**src/rtl/edgefilter_pkg.sv**
```systemverilog
// Shared definitions for the Sobel edge filter: output mode encodings and
// the frame-tracking FSM state type.
package edgefilter_pkg;

  localparam logic [1:0] MODE_MAG = 2'd0;  // |gx| + |gy|
  localparam logic [1:0] MODE_GX  = 2'd1;  // |gx|
  localparam logic [1:0] MODE_GY  = 2'd2;  // |gy|
  localparam logic [1:0] MODE_THR = 2'd3;  // binary threshold of |gx| + |gy|

  typedef enum logic {
    IDLE   = 1'b0,
    ACTIVE = 1'b1
  } state_t;

endpackage

```
**src/rtl/sobel_stream_filter_kernel.sv**
```systemverilog
// sobel_kernel: combinational 3x3 Sobel gradient, magnitude select and
// saturation.
//   win    : 9 pixels packed p0 (LSBs) .. p8, row-major, p0 = top-left
//   mode   : output select (MODE_* encodings)
//   thresh : threshold for MODE_THR
//   pix    : filtered pixel
module sobel_kernel
  import edgefilter_pkg::*;
#(
  parameter int PIX_W = 8
) (
  input  logic [9*PIX_W-1:0] win,
  input  logic [1:0]         mode,
  input  logic [PIX_W-1:0]   thresh,
  output logic [PIX_W-1:0]   pix
);

  localparam int GW = PIX_W + 4;  // signed gradient width
  localparam int MW = PIX_W + 3;  // unsigned magnitude width

  logic signed [GW-1:0] p [9];
  logic signed [GW-1:0] gx, gy;
  logic [MW-1:0] ax, ay, sum, sel;

  always_comb begin
    for (int unsigned i = 0; i < 9; i++) begin
      p[i] = $signed({4'b0000, win[i*PIX_W +: PIX_W]});
    end
    gx = (p[2] + (p[5] <<< 1) + p[8]) - (p[0] + (p[3] <<< 1) + p[6]);
    gy = (p[0] + (p[1] <<< 1) + p[2]) - (p[6] + (p[7] <<< 1) + p[8]);
    ax = gx[GW-1] ? MW'(-gx) : MW'(gx);
    ay = gy[GW-1] ? MW'(-gy) : MW'(gy);
    sum = ax + ay;

    case (mode)
      MODE_GX: sel = ax;
      MODE_GY: sel = ay;
      default: sel = sum;
    endcase

    if (mode == MODE_THR) begin
      // Compare uses the full-width sum, not the saturated value.
      pix = (sum >= MW'(thresh)) ? '1 : '0;
    end else if (|sel[MW-1:PIX_W]) begin
      pix = '1;
    end else begin
      pix = sel[PIX_W-1:0];
    end
  end

endmodule

```
**src/rtl/sobel_stream_filter.sv**
```systemverilog
// sobel_stream_filter: streaming 3x3 Sobel filter over raster-order frames.
// Outputs only interior pixels ((IMG_W-2)*(IMG_H-2) per frame).
//   clk, rst_n                 : clock, async active-low reset
//   s_valid/s_ready/s_data/s_sof : input pixel stream, s_sof marks pixel (0,0)
//   mode, thresh               : output select / threshold, sampled at s_sof
//   m_valid/m_ready/m_data     : output pixel stream
//   m_sof/m_eol/m_eof          : first pixel / line end / frame end markers
module sobel_stream_filter
  import edgefilter_pkg::*;
#(
  parameter int IMG_W = 8,
  parameter int IMG_H = 8,
  parameter int PIX_W = 8
) (
  input  logic             clk,
  input  logic             rst_n,
  input  logic             s_valid,
  output logic             s_ready,
  input  logic [PIX_W-1:0] s_data,
  input  logic             s_sof,
  input  logic [1:0]       mode,
  input  logic [PIX_W-1:0] thresh,
  output logic             m_valid,
  input  logic             m_ready,
  output logic [PIX_W-1:0] m_data,
  output logic             m_sof,
  output logic             m_eol,
  output logic             m_eof
);

  localparam int CW = $clog2(IMG_W);
  localparam int RW = $clog2(IMG_H);

  state_t           state;
  logic [RW-1:0]    row;       // row of the next expected pixel
  logic [CW-1:0]    col;       // column of the next expected pixel
  logic [1:0]       mode_q;
  logic [PIX_W-1:0] thresh_q;

  logic [PIX_W-1:0] lb0 [IMG_W];  // line r-2
  logic [PIX_W-1:0] lb1 [IMG_W];  // line r-1
  logic [PIX_W-1:0] w   [9];      // current window
  logic [PIX_W-1:0] w_n [9];      // window including the incoming pixel

  logic [9*PIX_W-1:0] win_flat;
  logic [PIX_W-1:0]   k_pix;
  logic               accept, take, emit, last_c, last_r;
  logic [RW-1:0]      cur_r;
  logic [CW-1:0]      cur_c;

  assign s_ready = !m_valid || m_ready;
  assign accept  = s_valid && s_ready;
  // A sof beat is always pixel (0,0), whatever the current position.
  assign take    = accept && (s_sof || state == ACTIVE);
  assign cur_r   = s_sof ? '0 : row;
  assign cur_c   = s_sof ? '0 : col;
  assign last_c  = cur_c == CW'(IMG_W - 1);
  assign last_r  = cur_r == RW'(IMG_H - 1);
  // Window is complete once the bottom-right pixel at (>=2, >=2) arrives;
  // the first two lines of each frame are always refilled before use.
  assign emit    = take && (cur_r >= RW'(2)) && (cur_c >= CW'(2));

  // Kernel sees the window after the incoming pixel is shifted in, so the
  // result registers on the same edge that accepts the pixel.
  always_comb begin
    w_n[0] = w[1]; w_n[1] = w[2]; w_n[2] = lb0[cur_c];
    w_n[3] = w[4]; w_n[4] = w[5]; w_n[5] = lb1[cur_c];
    w_n[6] = w[7]; w_n[7] = w[8]; w_n[8] = s_data;
    win_flat = '0;
    for (int unsigned i = 0; i < 9; i++) begin
      win_flat[i*PIX_W +: PIX_W] = w_n[i];
    end
  end

  sobel_kernel #(.PIX_W(PIX_W)) u_kernel (
    .win    (win_flat),
    .mode   (mode_q),
    .thresh (thresh_q),
    .pix    (k_pix)
  );

  always_ff @(posedge clk or negedge rst_n) begin
    if (!rst_n) begin
      state    <= IDLE;
      row      <= '0;
      col      <= '0;
      mode_q   <= '0;
      thresh_q <= '0;
      m_valid  <= 1'b0;
      m_data   <= '0;
      m_sof    <= 1'b0;
      m_eol    <= 1'b0;
      m_eof    <= 1'b0;
    end else begin
      if (take) begin
        if (s_sof) begin
          mode_q   <= mode;
          thresh_q <= thresh;
        end
        if (last_c) begin
          col <= '0;
          row <= last_r ? '0 : cur_r + RW'(1);
        end else begin
          col <= cur_c + CW'(1);
          row <= cur_r;
        end
        state <= (last_c && last_r) ? IDLE : ACTIVE;
      end

      if (emit) begin
        m_valid <= 1'b1;
        m_data  <= k_pix;
        m_sof   <= (cur_r == RW'(2)) && (cur_c == CW'(2));
        m_eol   <= last_c;
        m_eof   <= last_c && last_r;
      end else if (m_ready) begin
        m_valid <= 1'b0;
      end
    end
  end

  always_ff @(posedge clk) begin
    if (take) begin
      lb0[cur_c] <= lb1[cur_c];
      lb1[cur_c] <= s_data;
      for (int unsigned i = 0; i < 9; i++) begin
        w[i] <= w_n[i];
      end
    end
  end

endmodule

```
**config.mk**
```make
export PLATFORM = sky130hd
export DESIGN_NAME = sobel_stream_filter
export DESIGN_NICKNAME = d
export VERILOG_FILES = /design/src/rtl/edgefilter_pkg.sv /design/src/rtl/sobel_stream_filter_kernel.sv /design/src/rtl/sobel_stream_filter.sv
export SDC_FILE = /design/constraint.sdc
export NUM_CORES = 1
export LEC_CHECK = 0
export ABC_CLOCK_PERIOD_IN_PS = 17500
export CAP_MARGIN = 20
export CORE_MARGIN = 5
export CORE_UTILIZATION = 50
export CTS_BUF_LIST = sky130_fd_sc_hd__clkbuf_8
export CTS_CLUSTER_SIZE = 20
export DETAILED_ROUTE_END_ITERATION = 10
export HOLD_SLACK_MARGIN = 0.02
export PLACE_DENSITY = 0.67
export REMOVE_ABC_BUFFERS = 1
export SLEW_MARGIN = 20
export SYNTH_ARGS = -nofsm -noshare
export SYNTH_HDL_FRONTEND = slang
export SYNTH_SLANG_ARGS = --single-unit
```
**constraint.sdc**
```tcl
create_clock -name clk -period 17.5 [get_ports clk]
set_input_delay 1.75 -clock clk [delete_from_list [all_inputs] [get_ports clk]]
set_output_delay 1.75 -clock clk [all_outputs]
set_load 0.02 [all_outputs]
```
==> results.toml <==
[place]
place.gp.congestion = 0.898
port_buffers = 35
dp.cells = 1370
detailed_place_hpwl_um = 19800

[min_path]
min_path_type = "reg -> reg"
hold_end = "w[4][5]"
hold_path.startpoint = "w[5][5]"
hold_depth = 0

[final_layout]
fin_nets = 1235
drive_gt1_share_pct = 9.43
stdcell_count = 1434
fill_cells = 2002
syn_to_final_growth_pct = 12.6

[clock_network]
cts_tree = "yes"
clock-sinks = 205
cts_resized = 0
post_cts_buffers = 0
postCtsHoldBufs = 0
htree_levels = 2
clock_tree.root_cell = "clkbuf_8"
cts_buffers = 35
clockBufferDepth = 3
clk_latency_ns = 0.52
clk_pin_slew_ns = 0.06

[setup_path]
arrival_ns = 11.44
r2r-start = "col[0]"
path_common_cell = "a21oi_1"
critPathMaxStageDelay_ns = 0.83
crit_family = "compound AO/OA/AOI/OAI gates"
r2r-end = "m_data[3]"
r2r_cells = 35
cp_max_fo = 18
cp-end-kind = "register"
startpoint_type = "primary input"
reg2reg_slack_ns = 7.96
worstSetupPathType = "in -> reg"
cp_slowest_cell = "clkdlybuf4s50_1"
cp_data_required_time_ns = 17.90
critical_path_buf_inv_count = 3

[synthesis]
async_flop_share_pct = 14.1
netlist_area_um2 = 12000
synth_top_area_share_pct = 44.1
synth.area.top_cells = "edfxtp_1 44%, ha_1 9.1%, fa_1 6.2%, dfrtp_1 6.1%, inv_1 3.5%"
synth_compound_area_share_pct = 13.2
synthAdderAreaFrac_pct = 15.3
synth_top_cell_by_area = "edfxtp_1"
synth_mux_area_share_pct = 2.32
yosys_register_bits = 205
synthCells = 1021
yosysUniqueCellTypes = 79
synth_area_per_cell_um2 = 11.7
synth_top_family_by_area = "adder cells"
yosys.area_share.simple_pct = 9.47
ys_seq_area_share_pct = 50.1
synth_enable_flop_cells = 176
synth_xor_area_share_pct = 5.14
ys.warnings.count = 0
yosys_most_used_dff = "edfxtp_1"

[timing]
holdWs_ns = 0.418
tns_ns = 0
slew_headroom_pct = 27.1
skew_ns = 0.0139
hold_viol = 0
worstMarginPinSlew_ns = 1.09
drv_slew = 0
setup_viol = 0
layout_min_cycle_time_ns = 11.04
rsz0062_at_grt = "no"
finalCritPeriodShare_pct = 63.1
fmax_ghz = 0.0906

[drt]
drtAntennaViolNets = 0
num_vias = 8016
vias_per_cell = 5.59
initialDrtViolationCount = 633
wirelength_um = 27500
wl_per_cell_um = 19.2
drt_first_pass_iters = 5
drc = 0

[global_route]
grt_start_max_net_pins = 56
grt_pass1_vias = 8144
grt_pass1_wl_um = 44200
grt_overflow = 0
grt_use_total_pct = 21.0
antenna_found_initial = 0

[floorplan]
dieArea_um2 = 27200
top_level_ports = 36
die_width_um = 165
start_util_pct = 50.9
coreArea_um2 = 23500
die_h_um = 165
row_count = 56

[flow_run]
max_cap_violations = 0

[outcome]
status = "finished, final reports clean"
[final cells by class]
type | count | area, µm² | share of cell area, %
timing repair buffer | 57 | 515 | 3.82
clock buffer | 40 | 551 | 4.08
inverter | 112 | 420 | 3.11
clock inverter | 23 | 160 | 1.19
multi-input combinational | 677 | 5450 | 40.3
antenna | 1 | 2.50 | 0.0185
sequential | 205 | 6010 | 44.5
tap | 319 | 399 | 2.95
[synthesized netlist by cell type, types with 5 or more instances]
library cell  number
edfxtp_1         176
inv_1            111
ha_1              87
nand2_1           65
nor2_1            63
a21oi_1           57
xnor2_1           44
fa_1              37
o21ai_0           36
dfrtp_1           29
xor2_1            22
a21o_1            19
nand3_1           18
a31oi_1           17
clkbuf_1          16
o22ai_1           16
mux2_2            14
nor2b_1           14
nor3_1            14
mux2i_1           12
nand2b_1          12
a22oi_1            9
a222oi_1           6
o211ai_1           6
o21bai_1           6
o221a_2            6
or4_1              6
a221o_1            5
a221oi_1           5
and2_1             5
o21a_1             5
[cells in the final DEF, fill, tap and decap left out, types with 6 or more instances in the layout]
cell type          n
buf_4             22
a21oi_1           57
o211ai_1           6
a22oi_1            9
nand2_1           65
o21ai_0           36
mux2i_1           12
edfxtp_1         176
a31oi_1           17
mux2_2            14
nor2_1            63
nor3_1            13
xor2_1            22
nand3_1           18
nand2b_1          12
dfrtp_1           29
ha_1              87
o22ai_1           16
or4_1              6
o221a_2            6
clkdlybuf4s50_1   35
a222oi_1           6
nor2b_1           14
xnor2_1           44
inv_1            123
a21o_1            19
fa_1              37
o21bai_1           6
clkbuf_8          40
[cells by family (layout without fill, tap and decap cells)]
family / Yosys count / in the layout
AOI/OAI and AO/OA: 230 / 230
adders and majority gates: 124 / 124
DFF: 205 / 205
buffers and inverters: 139 / 232
xor gates and xnor gates: 68 / 68
muxes: 26 / 26
other: 0 / 1
and+or+nand+nor: 229 / 229
[sequential cells by signal, indices dropped and copies added (netlist names)]
name      flops
lb0          64
lb1          64
w            48
m_data        8
thresh_q      8
col           3
row           3
mode_q        2
m_eof         1
m_eol         1
m_sof         1
m_valid       1
state         1
[per-stage QoR]
stage | setup slack [ns] | util (%) | cell area, µm²
floorplan | 7.90 | - | 11900
global placement | 6.27 | 54.3 | 12800
detailed placement | 6.04 | 54.3 | 12800
CTS | 6.56 | 57.4 | 13500
global route | 5.72 | 57.4 | 13500
finish | 6.46 | 57.4 | 13500
[worst max-delay path by stage]
stage	cells past startpoint	from	slack [ns]	endpoint
after floorplan	35	s_sof	7.90	m_data[0]
after global placement	34	s_sof	6.27	m_data[5]
after detailed placement	35	s_sof	6.04	m_data[1]
after CTS	35	s_sof	6.56	m_data[1]
after global routing	35	s_sof	5.72	m_data[3]
final	34	s_sof	6.46	m_data[3]
[layer usage]
metal	wire (µm)	vias to the layer above	track usage, %
met3	1290	51	3.37
met1	12300	3891	28.4
met5	0	-	0
met4	701	0	6.96
met2	13200	201	34.8
li1	-	3873	-
[worst register-to-register path, delay by kind of cell, from the launching register on]
kind                       cells  cell delay [ns]
DFF                            1             0.82
AOI/OAI and AO/OA             14             3.06
xor gates and xnor gates       3             0.75
muxes                          1             0.45
adders and majority gates      6             2.35
buffers and inverters          3             0.68
and+or+nand+nor                8             1.32
Power is left out: the tool's default activity adds up to more than one toggle a clock period on the data nets, which glitch-free logic cannot reach.
